[config.mk]
export PLATFORM = sky130hd
export DESIGN_NAME = serial_subtractor_flat
export DESIGN_NICKNAME = d
export VERILOG_FILES = /design/src/rtl/serial_subtractor_pkg.sv /design/src/rtl/serial_subtractor_if.sv /design/src/rtl/serial_subtractor_cell.sv /design/src/rtl/serial_subtractor.sv /design/src/flat_wrapper.sv
export SDC_FILE = /design/constraint.sdc
export NUM_CORES = 1
export LEC_CHECK = 0
export ABC_CLOCK_PERIOD_IN_PS = 2060
export CELL_PAD_IN_SITES_DETAIL_PLACEMENT = 1
export CELL_PAD_IN_SITES_GLOBAL_PLACEMENT = 1
export CORE_MARGIN = 2
export CORE_UTILIZATION = 41
export DETAILED_ROUTE_END_ITERATION = 8
export PLACE_DENSITY = 0.75
export SETUP_SLACK_MARGIN = 0.4
export SLEW_MARGIN = 10
export SYNTH_ARGS = -nofsm -noshare
export SYNTH_HDL_FRONTEND = slang
export SYNTH_SLANG_ARGS = --single-unit
[constraint.sdc]
create_clock -name clk -period 2.06 [get_ports clk]
set_input_delay 0.618 -clock clk [delete_from_list [all_inputs] [get_ports clk]]
set_output_delay 0.618 -clock clk [all_outputs]
set_load 0.1 [all_outputs]
[src/rtl/serial_subtractor_pkg.sv]
// Shared types for the bit-serial subtractor: FSM state encoding and width limits.
// Latency: n/a (declarations only).
// Backpressure: n/a.
package serial_subtractor_pkg;

    // Encoding 2'd3 is unused; the FSM treats it as illegal and returns to idle.
    typedef enum logic [1:0] {
        ST_IDLE = 2'd0,
        ST_RUN  = 2'd1,
        ST_DONE = 2'd2
    } state_t;

    localparam int WIDTH_MIN = 2;
    localparam int WIDTH_MAX = 16;

    // Reference arithmetic: {borrow, a - b - bin mod 2^16} for up to 16-bit operands.
    function automatic logic [16:0] sub_ref(input logic [15:0] a, input logic [15:0] b,
                                            input logic bin);
        return {1'b0, a} - {1'b0, b} - {16'd0, bin};
    endfunction

endpackage

[src/rtl/serial_subtractor_if.sv]
// Start/done request bus between a requester and the serial subtractor.
// Latency: n/a (wires only).
// Backpressure: requester must watch busy; start while busy is dropped.
interface serial_subtractor_if #(
    parameter int WIDTH = 8
);
    logic             start;
    logic [WIDTH-1:0] a;
    logic [WIDTH-1:0] b;
    logic             bin;
    logic             busy;
    logic             done;
    logic [WIDTH-1:0] diff;
    logic             borrow_out;

    modport master (
        output start, a, b, bin,
        input  busy, done, diff, borrow_out
    );

    modport slave (
        input  start, a, b, bin,
        output busy, done, diff, borrow_out
    );
endinterface

[src/rtl/serial_subtractor_cell.sv]
// One-bit full subtractor: d = x - y - bi, bo = borrow out.
// Latency: combinational.
// Backpressure: none.
module full_subtractor_cell (
    input  logic x,
    input  logic y,
    input  logic bi,
    output logic d,
    output logic bo
);
    assign d  = x ^ y ^ bi;
    // Borrow when y exceeds x, or when they are equal and a borrow is already pending.
    assign bo = (~x & y) | (~(x ^ y) & bi);
endmodule

[src/rtl/serial_subtractor.sv]
// Bit-serial WIDTH-bit subtractor, LSB first, one bit per clock through a single cell.
// Latency: done pulses WIDTH cycles after the accept edge; one request per WIDTH+2 cycles.
// Backpressure: start is only sampled in idle; requests while busy are dropped, not queued.
module serial_subtractor
    import serial_subtractor_pkg::*;
#(
    parameter int WIDTH = 8
) (
    input  logic                clk,
    input  logic                rst,
    serial_subtractor_if.slave  bus
);
    localparam int CW = (WIDTH > 1) ? $clog2(WIDTH) : 1;
    localparam logic [CW-1:0] LAST = CW'(WIDTH - 1);

    state_t           state;
    logic [WIDTH-1:0] a_sh;
    logic [WIDTH-1:0] b_sh;
    logic [WIDTH-1:0] d_sh;
    logic [CW-1:0]    count;
    logic             br;
    logic             busy_q;
    logic             done_q;
    logic [WIDTH-1:0] diff_q;
    logic             borrow_q;

    logic cell_d;
    logic cell_bo;

    full_subtractor_cell u_cell (
        .x  (a_sh[0]),
        .y  (b_sh[0]),
        .bi (br),
        .d  (cell_d),
        .bo (cell_bo)
    );

    // Control FSM and serial datapath; all outputs are registered.
    always_ff @(posedge clk or posedge rst) begin
        if (rst) begin
            state    <= ST_IDLE;
            a_sh     <= '0;
            b_sh     <= '0;
            d_sh     <= '0;
            count    <= '0;
            br       <= 1'b0;
            busy_q   <= 1'b0;
            done_q   <= 1'b0;
            diff_q   <= '0;
            borrow_q <= 1'b0;
        end else begin
            case (state)
                ST_IDLE: begin
                    done_q <= 1'b0;
                    if (bus.start) begin
                        a_sh   <= bus.a;
                        b_sh   <= bus.b;
                        br     <= bus.bin;
                        count  <= '0;
                        d_sh   <= '0;
                        busy_q <= 1'b1;
                        state  <= ST_RUN;
                    end
                end
                ST_RUN: begin
                    a_sh <= a_sh >> 1;
                    b_sh <= b_sh >> 1;
                    d_sh <= {cell_d, d_sh[WIDTH-1:1]};
                    br   <= cell_bo;
                    if (count == LAST) begin
                        // Last bit: publish the result; diff/borrow_out hold until the next completion.
                        diff_q   <= {cell_d, d_sh[WIDTH-1:1]};
                        borrow_q <= cell_bo;
                        done_q   <= 1'b1;
                        state    <= ST_DONE;
                    end else begin
                        count <= count + 1'b1;
                    end
                end
                ST_DONE: begin
                    done_q <= 1'b0;
                    busy_q <= 1'b0;
                    state  <= ST_IDLE;
                end
                default: begin
                    done_q <= 1'b0;
                    busy_q <= 1'b0;
                    state  <= ST_IDLE;
                end
            endcase
        end
    end

    assign bus.busy       = busy_q;
    assign bus.done       = done_q;
    assign bus.diff       = diff_q;
    assign bus.borrow_out = borrow_q;

endmodule

[src/flat_wrapper.sv]
// flat-port wrapper written by rule: the top's interface ports become plain ports
module serial_subtractor_flat import serial_subtractor_pkg::*;
#(
    parameter int WIDTH = 8
)
  (clk, rst, bus_start, bus_a, bus_b, bus_bin, bus_busy, bus_done, bus_diff, bus_borrow_out);
  serial_subtractor_if #(.WIDTH(WIDTH)) bus_i ();
  input  logic clk;
  input  logic rst;
  input wire logic [$bits(bus_i.start)-1:0] bus_start;
  input wire logic [$bits(bus_i.a)-1:0] bus_a;
  input wire logic [$bits(bus_i.b)-1:0] bus_b;
  input wire logic [$bits(bus_i.bin)-1:0] bus_bin;
  output wire logic [$bits(bus_i.busy)-1:0] bus_busy;
  output wire logic [$bits(bus_i.done)-1:0] bus_done;
  output wire logic [$bits(bus_i.diff)-1:0] bus_diff;
  output wire logic [$bits(bus_i.borrow_out)-1:0] bus_borrow_out;
  assign bus_i.start = bus_start;
  assign bus_i.a = bus_a;
  assign bus_i.b = bus_b;
  assign bus_i.bin = bus_bin;
  assign bus_busy = bus_i.busy;
  assign bus_done = bus_i.done;
  assign bus_diff = bus_i.diff;
  assign bus_borrow_out = bus_i.borrow_out;
  serial_subtractor #(.WIDTH(WIDTH)) u_core (.clk(clk), .rst(rst), .bus(bus_i));
endmodule
# After elaboration in Yosys (flattened, before gate mapping)
# Index checks and enable logic that the tools add are counted.
[classes]
addsub = 1
n_eq_ne = 5
n_mux = 18
bitwise_logic = 8
reduce_logical = 7
[ops]
columns = ["op", "count"]
rows = [
  ["one-hot mux 8 bit (2 select lines)", 3],
  ["2-to-1 mux 8 bit", 3],
  ["AND reduction 2 bit", 4],
  ["2-to-1 mux 3 bit", 2],
  ["one-hot mux 3 bit (2 select lines)", 1],
  ["2-to-1 mux 1 bit", 4],
  ["2-to-1 mux 2 bit", 2],
  ["!= test 2 bit (second input constant)", 2],
  ["one-hot mux 1 bit (2 select lines)", 2],
  ["one-hot mux 2 bit (2 select lines)", 1],
  ["adder 3 x 1 -> 3 bit (second input constant)", 1],
  ["equality test 3 bit (second input constant)", 1],
  ["NOT 1 bit", 3],
  ["AND reduction 3 bit", 1],
  ["AND 1 bit", 2],
  ["equality test 2 x 1 -> 1 bit (second input constant)", 1],
  ["logical NOT 2 bit", 1],
  ["!= test 2 x 1 -> 1 bit (second input constant)", 1],
  ["nonzero test 2 bit", 1],
  ["XOR 1 bit", 2],
  ["OR 1 bit", 1],
]
[word_totals]
register_bits = 41
input_bits = 20
out_inout_bits = 11

# Longest topological paths before layout
# Gate-level depths: netlist (run 1).
[depth]
ltp_word = 5
depth_mapped = 6
ltp_nobuf = 5

# Cells and area by module
# From an unflattened synthesis (run 1), not the netlist that was laid out.
[hier_totals]
hier_cells = 165
area_unflattened_um2 = 1826.8
[modules_own_cells]
columns = ["module", "n_inst", "cells_per_inst", "area_each_um2", "seq_area_each_um2"]
rows = [
  ["serial_subtractor", 1, 161, 1795.5, 1001.0],
  ["full_subtractor_cell", 1, 4, 31.3, 0.0],
]

# Worst setup path before layout (run 1)
# Ideal clock, no wire load.
[synth_path]
path_kind = "reg-to-reg"
startpoint = "reg u_core.count[0]"
endpoint = "reg u_core.diff_q[0] (netlist: u_core.bus.diff[0])"
setup_ns = 0.126
arrival_time_ns = 1.454
path_slack_ns = 0.481
stages_incl_launch_ff = 6
path_buffers = 1
period_less_slack_ns = 1.579
cell_sequence = "dfrtp_1 -> ha_1 -> ha_1 -> nand3b_1 -> buf_2 -> mux2_2"
[synth_via]
elab_chain_len = 2
[synth_rtl]
columns = ["element", "line_no", "text"]
rows = [
  ["from (decl)", "serial_subtractor.sv:20", "logic [CW-1:0] count;"],
  ["from (signal assigned)", "serial_subtractor.sv:77", "count <= count + 1'b1;"],
  ["equality test 3 bit", "serial_subtractor.sv:70", "if (count == LAST) begin"],
  ["AND reduction 2 bit (no line)", "n/a", ""],
  ["to (signal assigned)", "serial_subtractor.sv:72", "diff_q <= {cell_d, d_sh[WIDTH-1:1]};"],
  ["to (decl)", "serial_subtractor.sv:24", "logic [WIDTH-1:0] diff_q;"],
]
# Every way passes these cells.
# A chain may end at the register's enable or synchronous reset.

# Worst setup path in the final report (run 1)
[layout_path]
startpoint = "reg u_core.count[0]"
endpoint = "reg u_core.diff_q[4] (netlist: u_core.bus.diff[4])"
# Same word-level chain as after synthesis.

==> results of run 1 <==
[logic make-up (layout without fill, tap and decap cells)]
kind of cell | after synthesis | count (layout) | synth area share [%]
buffers and inverters | 20 | 62 | 5.140
adders and majority gates | 3 | 3 | 2.535
AOI/OAI and AO/OA | 42 | 42 | 18.59
and+or+nand+nor | 36 | 36 | 11.69
muxes | 9 | 9 | 5.704
DFF | 40 | 40 | 56.34
[synthesized netlist by cell type, drive strengths merged, types with 2 or more instances]
library cell,instances,area share [%]
mux2,9,5.7
a22o,14,6.9
dfrtp,40,56
a221o,6,3.4
a21oi,6,1.7
inv,10,2.1
nand2,7,1.5
nor2b,5,1.8
nand2b,7,2.5
clkbuf,2,0.49
o22a,4,2.0
nor2,6,1.4
ha,2,1.4
buf,8,2.5
nand3b,2,0.84
nor3b,8,3.4
o21ai,7,2.0
a221oi,3,1.5
[sequential cells by signal, indices dropped and copies added, names as in the netlist]
| register | count |
|---|---|
| u_core.b_sh | 8 |
| u_core.count | 3 |
| u_core.bus.borrow_out | 1 |
| u_core.d_sh | 7 |
| u_core.bus.done | 1 |
| u_core.bus.diff | 8 |
| u_core.br | 1 |
| u_core.state | 2 |
| u_core.a_sh | 8 |
| u_core.bus.busy | 1 |
[cells in the final DEF, fill, tap and decap left out, types with 2 or more instances in the layout]
master	n
buf_6	2
buf_4	10
a221oi_1	2
nor2_1	5
nand2_1	7
a221o_1	6
o21ai_0	7
o22a_1	4
nand3b_1	2
nor3b_1	8
nor2b_1	5
clkbuf_8	7
buf_12	13
a22o_1	14
dfrtp_1	39
clkdlybuf4s50_1	18
inv_1	10
mux2_2	8
nand2b_1	6
a21oi_1	6
[repair_timing]
item / CTS / global route
buffers inserted: 0 / 2
setup endpoints to repair: 25 / 11
gates cloned: 0 / 1
pin swaps: 0 / 0
gates resized for setup: 5 / 7
[worst reg2reg max path, delay by kind of cell (launching register included)]
family,cells,cell delay [ps]
flops,1,420
fa+ha+maj,2,410
mux,1,330
simple gates,1,180
buf+inv,1,160
[area by class of cell]
type | instances | area [um^2]
Tap cell | 50 | 62.56
Clock inverter | 1 | 30.03
Fill cell | 414 | 1600
Multi-Input combinational cell | 90 | 710.7
Timing Repair Buffer | 44 | 546.8
Clock buffer | 7 | 96.34
Inverter | 10 | 37.54
Sequential cell | 40 | 1002
[power by group]
group	switching, mW	internal, mW	total (mW)
logic	1.24	1.01	2.26
clock network	0.277	0.427	0.704
registers	0.309	1.12	1.43
total	1.83	2.57	4.39
[final timing paths]
check,endpoint,slack [ps],startpoint,cells after the start
worst min register to register,u_core.d_sh[1],510,u_core.d_sh[1],1
min in group asynchronous,u_core.bus.diff[5],670,rst,3
worst max-delay path,u_core.bus.diff[4],450,u_core.count[0],5
worst max register to register,u_core.bus.diff[4],450,u_core.count[0],5
worst min-delay path,u_core.d_sh[1],510,u_core.d_sh[1],1
max in group asynchronous,u_core.state[1],1160,rst,3
[metal layers]
metal / routed length (um) / up-vias / track usage (%) / part of all wire [%]
li1: - / 619 / - / -
met1: 1840 / 679 / 22.35 / 43
met2: 2129 / 29 / 31.53 / 50
met3: 168 / 10 / 3.779 / 4.0
met4: 92 / 0 / 8.333 / 2.2
met5: 0 / - / 0 / 0
[per-stage QoR]
stage	std cells	total power, mW	setup WS, ps
after floorplan	150	2.802	480.6
after CTS	239	4.362	430.4
final	242	4.394	447.4
after detailed placement	231	3.629	30.57
after global routing	242	4.631	388.4
after global placement	231	3.528	86.70
==> run summary, run 1 <==
Status - finished clean
Yosys cell types - 27
Final cycle utilization of the critical path - 78.28%
Critical path's top delay family - flip-flops
Vias - 1337
Final setup fails - 0
CTS H-tree depth - 2
Global Route Usage Sum - 18.46%
CTS tree - yes
Layout cells sized above 1 - 25.52%
Reg clk slew, reported paths - 70 ps
RSZ-0062 raised after global routing - true
Slew @ Worst Pin - 369.8 ps
Number of global-route vias before repair - 1439
Total CTS buffers - 5
VDD IR max - 0.6438 mV
Synth Warn # - 0
Max-slew violation count - 0
Placed instance area - 2303 um^2
Die height - 69.83 um
Post-DR vias/cell - 5.525
Slowest stage cell, crit path - dfrtp_1
DRT iter0 DRCs - 121
Post-Syn Area - 1777 um^2
Post-synth EDFFs - 0
Final worst path period need - 1613 ps
Crit path arrival time - 1790 ps
Share of flip-flops with an asynchronous set or reset - 100.0%
Slew HR - 75.26%
Routability cong. - 0.7821
Avg Cell Area, Syn - 11.84 um^2
Max FO, Critical Path - 7
Post-CTS Hold Buffers - 0
Max Cap Viol - 0
Hold Crit Class - register to register
Seq/Total Area, Yosys - 56.34%
Clock Skew - 11.55 ps
Crit path buf inv count - 1
Power per cell area - 1767 nW/um^2
Post-Syn Instances - 150
Final hold violations - 0
CORE AREA - 4086 um^2
Startpoint types - register
Synth Register Bits - 40
Nets - 214
Crit path largest cell delay - 420 ps
Largest net degree at the start of global routing - 41
Initial Utilization - 43.48%
Syn_nets - 173
First-pass detailed-route iteration total - 4
Critical path class - register to register
Fmax - 620.1 MHz
Endpoint class of the critical path - register
LEAKAGE - 1.135 nW
Detail Route Antenna Nets - 0
Die Wd - 69.83 um
Crit path cell chain - ha_2 -> ha_4 -> nand3b_1 -> buf_6 -> mux2_2
TNS Setup - 0 ps
Critical path required time - 2240 ps
Number of I/O pins - 31
Drt drc - 0
Row count - 23
Initial antenna violation count - 0
DR WL/cell - 17.48 um
Hold Slack - 512.1 ps
Overflow after GRT - 0
First-pass GRT wire length - 6962 um
CTS max path bufs - 2
Final wirelength - 4230 um
Post-synthesis to final-layout area growth - 39.93%
Clock root buffer - clkbuf_8
Ant diodes - 0
Die ar. - 4876 um^2
# port buffers - 30
Most common flop cell mapped by yosys - dfrtp_1
Finished Core Util - 60.84%
DPL Wire Length - 2891 um
Design area - 2486 um^2
Clk_lat worst skew - 300 ps
Sink Count - 40
Note: power is estimated with default switching activity, not from simulation.
==> inputs of run 2 (changes only) <==
ABC_CLOCK_PERIOD_IN_PS = 1500   (was 2060)
clock period = 1.5 ns   (was 2.06 ns; I/O delays follow)
==> run summary, run 2 (synthesis results as in run 1) <==
Detail Route Antenna Nets - 0 (unchanged)
Initial antenna violation count - 0 (unchanged)
Slowest stage cell, crit path - dfrtp_1
Row count - 23 (unchanged)
Logic gate share of total power - 58.9% (+7.5 points)
CTS max path bufs - 2 (unchanged)
Die Wd - 69.83 um (unchanged)
FF/Latch Area - 1045 um^2 (+4.2%)
Number of global-route vias before repair - 1711 (+19%)
DR WL/cell - 24.38 um (+39%)
Top layer in use - met4
Total CTS buffers - 5 (unchanged)
Global Route Usage Sum - 25.76% (+7.3 points)
Nets - 234 (+9.3%)
Met2 routed WL - 3325 um (+56%)
Status - finished, violations left
Clk pwr share - 10.5% (-5.5 points)
Power per cell area - 2352 nW/um^2 (+33%)
Layout cells sized above 1 - 50.00% (+24 points)
Failing checks - setup timing
Metal-1 WL - 2549 um (+39%)
DRT iter0 DRCs - 111 (-8.3%)
Clk_lat worst skew - 320 ps (+20 ps)
Commonest cells after routing, fill and taps aside - 27 x dfrtp_1, 18 x clkdlybuf4s50_1, 16 x buf_12
LEAKAGE - 1.346 nW (+19%)
Ant diodes - 0 (unchanged)
Post-synthesis to final-layout area growth - 65.85%
Drt drc - 0 (unchanged)
Reg clk slew, reported paths - 90 ps (+20 ps)
RSZ-0062 raised after global routing - true
Met3 wire length - 250 um (+49%)
Crit path largest cell delay - 440 ps (+20 ps)
R2R setup slack - -20 ps (-470 ps)
CORE AREA - 4086 um^2 (unchanged)
Slew HR - 82.10% (+6.8 points)
Clock root buffer - clkbuf_8
First-pass GRT wire length - 9397 um (+35%)
Sink Count - 40 (unchanged)
Final setup fails - 3 (+3)
# port buffers - 30 (unchanged)
Layout Cells excl Fill - 262 (+8.3%)
Final wirelength - 6388 um (+51%)
Critical path required time - 1690 ps (-550 ps)
Multi-input gate area - 905.9 um^2 (+27%)
Final worst path period need - 1518 ps (-94.50 ps)
Max FO, Critical Path - 6 (-1)
First-pass detailed-route iteration total - 4 (unchanged)
Crit path arrival time - 1710 ps (-80 ps)
Hold Slack - 525.3 ps (+13.12 ps)
Design area - 2947 um^2 (+19%)
CTS tree - yes
Vias - 1528 (+14%)
Number of I/O pins - 31 (unchanged)
Internal - 3.922 mW (+53%)
Final worst setup slack - -18.11 ps (-465.5 ps)
Die height - 69.83 um (unchanged)
Slew @ Worst Pin - 267.5 ps (-102.2 ps)
Crit path cell chain - ha_4 -> ha_4 -> buf_4 -> a22o_1 -> a22o_1
Critical path class - register to register
Most common cell after layout, fill and taps aside - dfrtp_1
Overflow after GRT - 0 (unchanged)
Final hold violations - 0 (unchanged)
Largest net degree at the start of global routing - 41 (unchanged)
Post-Place Cells - 236 (+2.2%)
DPL Wire Length - 3214 um (+11%)
Endpoint class of the critical path - register
Routability cong. - 0.7792 (-0.37%)
Seq pwr share - 30.6% (-2.0 points)
Initial Utilization - 43.48% (unchanged)
Net Sw Frac - 43.40% (+1.8 points)
Final cycle utilization of the critical path - 101.2% (+23 points)
Post-DR vias/cell - 5.832 (+5.6%)
CTS H-tree depth - 2 (unchanged)
Max-slew violation count - 0 (unchanged)
Clock Skew - 16.93 ps (+5.375 ps)
Max Cap Viol - 0 (unchanged)
Hold Crit Class - input pin to async pin
Startpoint types - register
Placed instance area - 2481 um^2 (+7.7%)
# fillers - 371 (-10%)
Sw Pwr - 3.008 mW (+65%)
Die ar. - 4876 um^2 (unchanged)
Fmax - 658.7 MHz (+6.2%)
VDD IR max - 0.9784 mV (+52%)
==> run 2: cell types whose count changed in the layout (fill, tap and decap cells not counted), moves of 5 or more <==
cell,delta
buf_4,+5
buf_6,+10
dfrtp_1,-12
dfrtp_4,+11
mux2_2,-7
mux2_4,+8
nor3b_1,-7
o21ai_0,-7
o21ai_2,+6
==> run 2: timing repair <==
item	CTS	global route
gates resized for setup	34	17
cloned	2	0
setup endpoints to repair	51	51
hold buffers	0	0
buffers inserted	10	6
pin swaps	14	7
==> run 2: path summary, 6_finish.rpt <==
path / start / endpoint / cells after the start
worst max-delay path: u_core.count[1] / u_core.count[1] / 5
worst min-delay path: rst / u_core.count[2] / 3
worst max register to register: u_core.count[1] / u_core.count[1] / 5
worst min register to register: u_core.d_sh[1] / u_core.d_sh[1] / 1
max in group asynchronous: rst / u_core.bus.diff[1] / 3
min in group clk: u_core.d_sh[1] / u_core.d_sh[1] / 1
==> run 2: power by group through the flow <==
| stage | registers (mW) | clock network (mW) | logic [mW] |
|---|---|---|---|
| 2_1_floorplan | 2.86 | 0 | 1.36 |
| 3_3_place_gp | 2.01 | 0 | 3.15 |
| 3_5_place_dp | 2.06 | 0 | 3.30 |
| 4_1_cts | 2.06 | 0.712 | 3.80 |
| 5_1_grt | 2.16 | 0.788 | 4.25 |
| 6_report | 2.12 | 0.728 | 4.08 |
==> run 2: routing by layer <==
| metal | global-route usage, % | vias to the layer above |
|---|---|---|
| met1 | 30.49 | 789 |
| met4 | 11.75 | 0 |
| met3 | 4.942 | 22 |
| met2 | 44.97 | 54 |
| li1 | - | 663 |
| met5 | 0 | - |
==> run 2: stage by stage <==
stage               utilization [%]  total power, mW  setup WS (ps)  TNS (ps)
floorplan                         -            4.220          71.01         0
global placement              60.72            5.160         -316.2     -7011
detailed placement            60.72            5.359         -359.3     -7895
CTS                           69.11            6.570          24.59         0
global route                  72.11            7.199         -39.45    -273.7
finish                        72.11            6.930         -18.11    -34.48
==> run 2: layout make-up <==
type | count | share of cell area (%)
clock buffer | 7 | 2.590
sequential | 40 | 35.46
multi-input combinational | 90 | 30.74
timing repair buffer | 64 | 27.52
inverter | 10 | 1.401
tap | 50 | 2.123
clock inverter | 1 | 0.1699
==> run 2: critical path, delay by kind of cell, from the launching register on <==
kind	cells	cell delay [ps]
adder cells (fa/ha/maj)	2	350
flip-flops	1	440
buffers and inverters	1	160
AO/OA/AOI/OAI	2	450
==> inputs of run 3 (changes only) <==
PLACE_DENSITY = not set   (was 0.75)
PLACE_DENSITY_LB_ADDON = 0.1   (was not set)
==> run summary, run 3 (synthesis results as in run 1) <==
Total Power - 7.296 mW (+5.3%)
RSZ-0062 raised after global routing - true
# fillers - 369 (-0.54%)
Final wirelength - 7235 um (+13%)
Met3 wire length - 361 um (+44%)
Reg clk slew, reported paths - 90 ps (about the same)
Vias - 1571 (+2.8%)
Hold Crit Class - register to register
Crit path from - u_core.count[0]
Top layer in use - met4
Multi-input gate area - 918.4 um^2 (+1.4%)
Slew @ Worst Pin - 374.7 ps (+107.1 ps)
Slew HR - 75.02% (-7.1 points)
LEAKAGE - 1.375 nW (+2.2%)
Placed instance area - 2491 um^2 (+0.40%)
Layout Cells excl Fill - 267 (+1.9%)
Clock Skew - 12.04 ps (-4.888 ps)
Global Route Usage Sum - 25.38% (-0.38 points)
Most common cell after layout, fill and taps aside - dfrtp_1
Finished Core Util - 72.50% (+0.40 points)
Layout cells sized above 1 - 54.63% (+4.6 points)
Reg-to-Reg Start - u_core.count[0]
Die Wd - 69.83 um (unchanged)
Routability cong. - 0.7559 (-3.0%)
Met2 routed WL - 3882 um (+17%)
Final cycle utilization of the critical path - 107.8% (+6.6 points)
First-pass detailed-route iteration total - 4 (unchanged)
Nets - 238 (+1.7%)
Startpoint types - register
Place WS - -374.6 ps (-15.31 ps)
Critical path required time - 1700 ps (about the same)
Hold Slack - 525.7 ps (+0.4160 ps)
Failing checks - setup timing
Hold path start - u_core.b_sh[7]
Fmax - 618.4 MHz (-6.1%)
Largest net degree at the start of global routing - 41 (unchanged)
Final worst setup slack - -117.1 ps (-98.99 ps)
DRT iter0 DRCs - 120 (+8.1%)
CTS tree - yes
FF/Latch Area - 1045 um^2 (unchanged)
Design area - 2963 um^2 (+0.55%)
Post-CTS Hold Buffers - 0 (unchanged)
Critical path class - register to register
Clk_lat worst skew - 310 ps (about the same)
Max-slew violation count - 0 (unchanged)
Initial antenna violation count - 1 (+1)
Metal-1 WL - 2666 um (+4.6%)
DPL Wire Length - 3221 um (+0.21%)
Initial Utilization - 43.48% (unchanged)
CTS max path bufs - 2 (unchanged)
VDD IR max - 1.286 mV (+31%)
Status - finished, violations left
Die height - 69.83 um (unchanged)
Post-DR vias/cell - 5.884 (+0.89%)
Crit path arrival time - 1820 ps (+110 ps)
CORE AREA - 4086 um^2 (unchanged)
Final hold violations - 0 (unchanged)
Post-Place Cells - 239 (+1.3%)
# port buffers - 30 (unchanged)
Number of I/O pins - 31 (unchanged)
Final setup fails - 13 (+10)
Sink Count - 40 (unchanged)
Overflow after GRT - 0 (unchanged)
DR WL/cell - 27.10 um (+11%)
Final worst path period need - 1617 ps (+98.99 ps)
Number of global-route vias before repair - 1674 (-2.2%)
Post-synthesis to final-layout area growth - 66.76%
Commonest cells after routing, fill and taps aside - 27 x dfrtp_1, 19 x buf_4, 18 x clkdlybuf4s50_1
Clock root buffer - clkbuf_8
CTS H-tree depth - 2 (unchanged)
First-pass GRT wire length - 9363 um (-0.36%)
Detail Route Antenna Nets - 0 (unchanged)
TNS Setup - -1038 ps (-1003 ps)
Total CTS buffers - 5 (unchanged)
Power per cell area - 2463 nW/um^2 (+4.7%)
Max FO, Critical Path - 5 (-1)
Die ar. - 4876 um^2 (unchanged)
Max Cap Viol - 0 (unchanged)
Drt drc - 0 (unchanged)
Endpoint class of the critical path - register
Row count - 23 (unchanged)
run 3: cell count changes in the layout (fill, tap and decap cells not counted), sizes merged:
cell,previous run,this run
bufinv,0,1
clkdlybuf4s15,1,0
buf,44,49
clkinvlp,1,2
inv,9,10
clkbuf,8,6
diode,0,1
clkinv,1,0
run 3: final timing paths:
check / to / slack (ps) / cells past startpoint
max: u_core.bus.diff[2] / -120 / 5
min reg2reg: u_core.b_sh[7] / 530 / 1
min in group asynchronous: u_core.d_sh[5] / 570 / 3
max reg2reg: u_core.bus.diff[2] / -120 / 5
max in group asynchronous: u_core.state[0] / 710 / 3
min: u_core.b_sh[7] / 530 / 1
run 3: power by group:
part / total, mW / internal, mW / switching (mW)
sequential: 2.14 / 1.63 / 0.505
combinational: 4.21 / 1.92 / 2.29
clock: 0.952 / 0.502 / 0.450
run 3: critical path: stages (launching register included):
cell	delay (ps)
dfrtp_1	420
ha_2	210
ha_4	160
nand3b_1	230
buf_6	190
mux2_4	300
run 3: metal layers:
metal | vias to the layer above | GRT usage (%)
li1 | 670 | -
met1 | 798 | 29.29
met2 | 80 | 46.77
met3 | 23 | 3.779
met4 | 0 | 9.829
met5 | - | 0
run 3: cell type report:
class,count,area share (%)
well taps,50,2.111
inverters,10,1.394
diodes,1,0.08446
clock buffers,5,2.323
repair buffers,68,26.27
multi-input cells,90,31.00
clock inverters,3,1.563
flip-flops and latches,40,35.26
run 3: timing repair:
action	CTS	global route
buffers inserted	10	8
gates cloned	0	1
setup endpoints to repair	51	51
gates resized for setup	22	40
pin swaps	4	9
